$ cat config.mk
export PLATFORM = sky130hd
export DESIGN_NAME = tx_frame_sequencer
export DESIGN_NICKNAME = d
export VERILOG_FILES = /design/src/rtl/uart_pkg.sv /design/src/rtl/bit_period_timer.sv /design/src/rtl/tx_frame_sequencer.sv
export SDC_FILE = /design/constraint.sdc
export NUM_CORES = 1
export LEC_CHECK = 0
export BUFFER_PORTS_ARGS = -buffer_cell sky130_fd_sc_hd__buf_2
export CORE_ASPECT_RATIO = 0.75
export CORE_MARGIN = 3
export CORE_UTILIZATION = 50
export CTS_CLUSTER_DIAMETER = 50
export DETAILED_ROUTE_END_ITERATION = 8
export GPL_TIMING_DRIVEN = 0
export PLACE_DENSITY = 0.7
export SLEW_MARGIN = 30
export SYNTH_ARGS = -nofsm -noshare
export SYNTH_HDL_FRONTEND = slang
export SYNTH_SLANG_ARGS = --single-unit
$ cat constraint.sdc
create_clock -name CLK -period 3.2 [get_ports CLK]
set_clock_uncertainty 0.2 [all_clocks]
set_input_delay 0.96 -clock CLK [delete_from_list [all_inputs] [get_ports CLK]]
set_output_delay 0.96 -clock CLK [all_outputs]
set_load 0.005 [all_outputs]
$ cat src/rtl/uart_pkg.sv
// Shared UART transmit types and constants.
// Provides the TX FSM state enum, idle line level and divisor width default.
package uart_pkg;

  typedef enum logic [2:0] {
    IDLE,
    LOAD,
    START,
    DATA,
    STOP
  } tx_state_t;

  localparam logic TX_IDLE_LEVEL = 1'b1;
  localparam int   DIV_W_DEF     = 8;

endpackage

$ cat src/rtl/bit_period_timer.sv
// Bit period timer: latches a period on load, counts down while run is high.
// Ports: CLK, NRST, load, run, clear, period_in -> tick (terminal count).
module bit_period_timer
  import uart_pkg::*;
#(
  parameter int DIV_W = DIV_W_DEF
) (
  input  logic             CLK,
  input  logic             NRST,
  input  logic             load,
  input  logic             run,
  input  logic             clear,
  input  logic [DIV_W-1:0] period_in,
  output logic             tick
);

  logic [DIV_W-1:0] period_q;
  logic [DIV_W-1:0] cnt_q;

  assign tick = run & (cnt_q == '0);

  // Reload on terminal count so every bit lasts period+1 cycles.
  always_ff @(posedge CLK) begin
    if (!NRST) begin
      period_q <= '0;
      cnt_q    <= '0;
    end else if (clear) begin
      cnt_q <= '0;
    end else if (load) begin
      period_q <= period_in;
      cnt_q    <= period_in;
    end else if (tick) begin
      cnt_q <= period_q;
    end else if (run) begin
      cnt_q <= cnt_q - 1'b1;
    end
  end

endmodule

$ cat src/rtl/tx_frame_sequencer.sv
// TX frame sequencer: pops FIFO bytes and frames them start/data/stop on TX.
// Ports: CLK, NRST, enable, abort, baud_div, fifo_* , TX, busy, tx_idle, frame_done.
module tx_frame_sequencer
  import uart_pkg::*;
#(
  parameter int DATA_BITS = 8,
  parameter int STOP_BITS = 1,
  parameter int DIV_W     = DIV_W_DEF
) (
  input  logic             CLK,
  input  logic             NRST,
  input  logic             enable,
  input  logic             abort,
  input  logic [DIV_W-1:0] baud_div,
  input  logic             fifo_empty,
  output logic             fifo_rd,
  input  logic [7:0]       fifo_data,
  output logic             TX,
  output logic             busy,
  output logic             tx_idle,
  output logic             frame_done
);

  localparam int CW = 3;

  tx_state_t            state_q, state_d;
  logic [DATA_BITS-1:0] shift_q, shift_d;
  logic [CW-1:0]        bit_q, bit_d;
  logic                 tx_q, tx_d;
  logic                 tick;
  logic                 load;
  logic                 run;

  assign load = (state_q == LOAD);
  assign run  = (state_q == START) |
                (state_q == DATA)  |
                (state_q == STOP);

  bit_period_timer #(
    .DIV_W(DIV_W)
  ) u_timer (
    .CLK      (CLK),
    .NRST     (NRST),
    .load     (load),
    .run      (run),
    .clear    (abort),
    .period_in(baud_div),
    .tick     (tick)
  );

  always_comb begin
    state_d    = state_q;
    shift_d    = shift_q;
    bit_d      = bit_q;
    fifo_rd    = 1'b0;
    frame_done = 1'b0;
    if (abort) begin
      state_d = IDLE;
      bit_d   = '0;
    end else begin
      unique case (state_q)
        IDLE: begin
          // Gated by NRST so no pop strobe leaks out while held in reset.
          if (NRST && enable && !fifo_empty) begin
            fifo_rd = 1'b1;
            state_d = LOAD;
          end
        end
        LOAD: begin
          shift_d = fifo_data[DATA_BITS-1:0];
          state_d = START;
        end
        START: begin
          if (tick) begin
            state_d = DATA;
            bit_d   = '0;
          end
        end
        DATA: begin
          if (tick) begin
            shift_d = shift_q >> 1;
            if (bit_q == CW'(DATA_BITS - 1)) begin
              state_d = STOP;
              bit_d   = '0;
            end else begin
              bit_d = bit_q + 1'b1;
            end
          end
        end
        STOP: begin
          if (tick) begin
            if (bit_q == CW'(STOP_BITS - 1)) begin
              frame_done = 1'b1;
              state_d    = IDLE;
              bit_d      = '0;
            end else begin
              bit_d = bit_q + 1'b1;
            end
          end
        end
        default: state_d = IDLE;
      endcase
    end
  end

  // TX is registered from the next state so the pin tracks state_q cleanly.
  always_comb begin
    tx_d = TX_IDLE_LEVEL;
    unique case (state_d)
      START:   tx_d = 1'b0;
      DATA:    tx_d = shift_d[0];
      default: tx_d = TX_IDLE_LEVEL;
    endcase
  end

  always_ff @(posedge CLK) begin
    if (!NRST) begin
      state_q <= IDLE;
      shift_q <= '0;
      bit_q   <= '0;
      tx_q    <= TX_IDLE_LEVEL;
    end else begin
      state_q <= state_d;
      shift_q <= shift_d;
      bit_q   <= bit_d;
      tx_q    <= tx_d;
    end
  end

  assign TX      = tx_q;
  assign busy    = (state_q != IDLE);
  assign tx_idle = ~busy & fifo_empty;

endmodule

# After elaboration in Yosys (flattened, before gate mapping)
# Index checks and enable logic that the tools add are counted.
dict set report totals {
  reg_bits 31
  inputBits 21
  out_inout_bits 5
  word_cells 68
}
dict set report classes {
  addsub 2
  eq_ne 10
  mux 28
  bitwise 7
  reduce_logical 14
}
# cell count
set ops {}
lappend ops {{3-bit 2-to-1 mux} 12}
lappend ops {{8-bit 2-to-1 mux} 4}
lappend ops {{8-bit one-hot mux with 2 select lines} 1}
lappend ops {{3-bit one-hot mux with 5 select lines} 1}
lappend ops {{3-bit by 2-bit equality test with 1-bit output, second input constant} 4}
lappend ops {{3-bit one-hot mux with 3 select lines} 1}
lappend ops {{3-bit nonzero test} 3}
lappend ops {{8-bit logical NOT} 1}
lappend ops {{1-bit 2-to-1 mux} 8}
lappend ops {{8-bit by 1-bit subtractor with 8-bit output, second input constant} 1}
lappend ops {{3-bit equality test, second input constant} 2}
lappend ops {{3-bit logical NOT} 2}
lappend ops {{2-bit inequality test, second input constant} 3}
lappend ops {{4-bit AND reduction} 1}
lappend ops {{3-bit by 1-bit adder with 3-bit output, second input constant} 1}
lappend ops {{3-bit by 1-bit equality test with 1-bit output, second input constant} 1}
lappend ops {{1-bit inverter} 3}
lappend ops {{3-bit AND reduction} 1}
lappend ops {{1-bit bitwise AND} 2}
lappend ops {{1-bit logical AND} 2}
lappend ops {{1-bit OR} 2}
lappend ops {{1-bit one-hot mux with 2 select lines} 1}
lappend ops {{2-bit AND reduction} 1}
lappend ops {{2-bit nonzero test} 1}
lappend ops {{2 further kinds} 2}

# Longest topological paths before layout
dict set report logic_depth {
  depth_word 9
  ltp_mapped 8
  depth_no_buf 6
}

# By module
# Synthesis repeated with hierarchy kept, for this count alone.
dict set report unflattened {
  cells_unflattened 226
  hier_area_um2 1858.0
}
# module n_inst cells_each area_per_inst_um2 seq_area_each_um2
set modules_own_cells {}
lappend modules_own_cells {tx_frame_sequencer 1 122 937.1 300.3}
lappend modules_own_cells {bit_period_timer 1 104 920.9 320.3}

# Least setup slack after synthesis
# Ideal clock, no wire load.
dict set report synth_path {
  path_kind {reg2out}
  startpoint {register u_timer.cnt_q[0]}
  endpoint {output frame_done}
  t_arrival_ns 1.578
  required_ns 2.040
  path_slack_ns 0.462
  path_stages_with_launch 8
  n_path_buf 2
  path_cell_list {dfxtp_1 -> inv_1 -> ha_1 -> nor3b_1 -> buf_2 -> o211ai_1 -> buf_2 -> nor4_1}
}
dict set report synth_via {
  elab_chain_cells 5
}
# element line
set synth_rtl {}
lappend synth_rtl {{start: declaration} bit_period_timer.sv:18} ;# logic [DIV_W-1:0] cnt_q;
lappend synth_rtl {{start signal: assignment} bit_period_timer.sv:31} ;# cnt_q <= period_in;
lappend synth_rtl {{start signal: assignment} bit_period_timer.sv:33} ;# cnt_q <= period_q;
lappend synth_rtl {{start signal: assignment} bit_period_timer.sv:35} ;# cnt_q <= cnt_q - 1'b1;
lappend synth_rtl {{8-bit logical NOT} bit_period_timer.sv:20} ;# assign tick = run & (cnt_q == '0);
lappend synth_rtl {{1-bit bitwise AND} bit_period_timer.sv:20}
lappend synth_rtl {{1-bit 2-to-1 mux} tx_frame_sequencer.sv:91} ;# if (tick) begin
lappend synth_rtl {{1-bit 2-to-1 mux} tx_frame_sequencer.sv:61} ;# unique case (state_q)
lappend synth_rtl {{1-bit 2-to-1 mux} tx_frame_sequencer.sv:57} ;# if (abort) begin
lappend synth_rtl {{end: declaration} tx_frame_sequencer.sv:21} ;# output logic frame_done
# Every way passes these cells.

# Worst setup path after layout
# Ends and elaborated chain as after synthesis.

==> results.ini <==
[placed_design]
place_area_mm2=0.00196
gp_congestion=0.883
port-buffer-count=24
dp_hpwl_mm=3.42

[drt]
post_drt_wl_per_cell_um=16.8
vias_per_cell=6.08
final_antenna_net_count=0
firstDrtPassIters=4
finalWirelength_mm=4.89
drc_errors=0
drt_iter0_drc=229
vias=1776

[timing]
slew_headroom_pct=54.2
rsz0062_at_grt=no
period_minus_slack_ns=3.14
min_period_over_period_pct=98.2
finalSetupViolCount=0
worst_pin_slew_ns=0.684
hold_violations=0
fin_setup_tns_ns=0
fmax_mhz=318
timing.final.max_slew_violations=0

[synth]
ys.flop_type=dfxtp_1
synth_area_per_cell_um2=8.21
synth_cells=218
ys_ff_latch=31
synth_top_area_share_pct=34.7
syn-num-nets=244
synth_edf_count=0
yosysSeqAreaShare_pct=34.7
synthDistinctLibCells=53
yosysWarnings=0
synth.area.top_cells=dfxtp_1, nand2_1, a21oi_1
yosys.area.top_type=dfxtp_1
async_flop_share_pct=0
netlist_area_mm2=0.00179

[critical_path]
max_stage_delay_ns=0.35
critPathMostFrequentCell=buf_4
cp_slowest_cell=dfxtp_1
cp_cell_sequence=inv_1, ha_4, nor3b_4, buf_4, o211ai_1, buf_4, nor4_2, buf_2
crit_arrival_ns=1.98
crit_type=flop to primary output
crit_family=buffers and inverters
timing.rr.start=u_timer.cnt_q[0]$_SDFFE_PP0P_
required_ns=2.04
critPathBufInv=4
startpoint=u_timer.cnt_q[0]$_SDFFE_PP0P_
critPathMaxFanout=5
worstSetupEndpointType=primary output
startpoint_type=flop

[worst_hold_path]
hold_path.class=flop to flop
hp-start=u_timer.period_q[3]$_SDFFE_PN0P_

[global_route]
grt_start_max_net_pins=11
grt_overflow=0
grt_use_total_pct=23.7
antenna_found_initial=0
grt_pass1_vias=1550
grt_pass1_wl_mm=7.85

[floorplan]
io_pins=26
initial_utilization_pct=53.3
core_area_mm2=0.00336
num_rows=18
die_h_um=57.8
dieWidth_um=75.1
die_area_mm2=0.00434

[status]
status=finished clean

[finish]
ff_latch_area_um2=621
drive_gt1_share_pct=21.4
layout.nets=277
nFillCells=310
final_area_mm2=0.00212
multi_input_area_mm2=0.00110
area_delta_synth_final_pct=18.3
antenna_cells=0

[pwr]
power_uw=813
powerDensity_mw_per_mm2=384
p_leak_nw=0.834
ir_drop_mv=0.290

[clock_network]
cts_root_buf=clkbuf_8
clkLatencyLatePin_ns=0.29
cts.path.max_buffers=2
cts.htree.levels=2
cts_num_sinks=31
cts_tree=done
cts_buffers=5
clk_pin_slew_ns=0.07

[job]
maxCapViolCount=0

metrics by stage:
stage	hold WS [ns]	util, %	worst slack, ns	instances
after detailed placement	0.252	58.4	0.0519	282
final	0.264	63.1	0.0589	292
after global placement	0.247	58.4	0.0681	282
after global routing	0.276	63.1	0.0171	292
after floorplan	0.233	-	0.462	218
after CTS	0.263	62.1	0.0215	292
final cells by class:
cell class | instances | area share, %
clock buffer | 8 | 4.73
timing repair buffer | 26 | 6.39
buffer | 16 | 4.02
tap | 40 | 2.37
sequential | 31 | 29.3
multi-input combinational | 164 | 51.9
inverter | 7 | 1.24
per-layer routing:
metal	routed length, µm	up-vias	global-route usage, %
met5	0	-	0
met4	107	0	6.35
met3	370	15	6.24
met2	2010	62	30.3
met1	2400	825	38.2
li1	-	874	-
kinds of logic after synthesis:
| group | synth area share [%] |
|---|---|
| and+or+nand+nor | 25.6 |
| AOI/OAI and AO/OA | 24.5 |
| DFF | 34.7 |
| buffers and inverters | 5.94 |
| muxes | 3.36 |
| xor gates and xnor gates | 2.45 |
| adders and majority gates | 3.50 |
synth_stat cells (all sizes together) (4+ instances only):
cell and n:
nor2 10, a21oi 22, nand2b 4, mux2i 6
dfxtp 31, nand4 8, o21ai 7, a311oi 7
nor3 8, clkbuf 7, xor2 4, nand2 31
inv 7, nor3b 5, buf 9, ha 5
o221ai 4
registers in the layout, summed over array words and instances (netlist names):
| register | count |
|---|---|
| shift_q | 8 |
| u_timer.cnt_q | 8 |
| u_timer.period_q | 8 |
| bit_q | 3 |
| state_q | 3 |
| TX | 1 |
timing repair:
| action | in CTS | in global routing |
|---|---|---|
| setup buffers | 2 | 0 |
| hold buffers | 0 | 0 |
| endpoints found under the setup margin | 1 | 1 |
| resized for setup | 3 | 5 |
| pin swaps | 0 | 1 |
tightest hold or removal path: cells and delay by family, from the launching register on:
family          cells  cell delay, ns
compound gates      1            0.06
flops               1            0.31
simple gates        1            0.05
final timing paths:
path	slack [ns]	to	cells past startpoint
max reg2reg	0.86	u_timer.cnt_q[2]$_SDFFE_PP0P_	7
min	0.26	u_timer.period_q[3]$_SDFFE_PN0P_	2
max	0.06	frame_done	8
min reg2reg	0.26	u_timer.period_q[3]$_SDFFE_PN0P_	2
power by group:
part | leakage (nW) | internal [mW] | switching, mW
registers | 0.250 | 0.390 | 0.00328
clock network | 0.0515 | 0.196 | 0.153
logic | 0.532 | 0.0303 | 0.0409
total | 0.834 | 0.616 | 0.197
placed cells by master (no fill, tap or decap), types with 4 or more instances in the layout:
| cell type | instances |
|---|---|
| o21ai_0 | 6 |
| nor3_1 | 8 |
| nor2_1 | 10 |
| xor2_1 | 4 |
| a21oi_1 | 22 |
| nand4_1 | 8 |
| clkbuf_8 | 7 |
| buf_4 | 5 |
| o221ai_1 | 4 |
| buf_2 | 28 |
| nand2b_1 | 4 |
| ha_1 | 4 |
| clkbuf_1 | 7 |
| a311oi_1 | 7 |
| inv_1 | 7 |
| nand2_1 | 31 |
| dfxtp_1 | 31 |
| mux2i_1 | 6 |
Note: power is estimated with default switching activity, not from simulation.
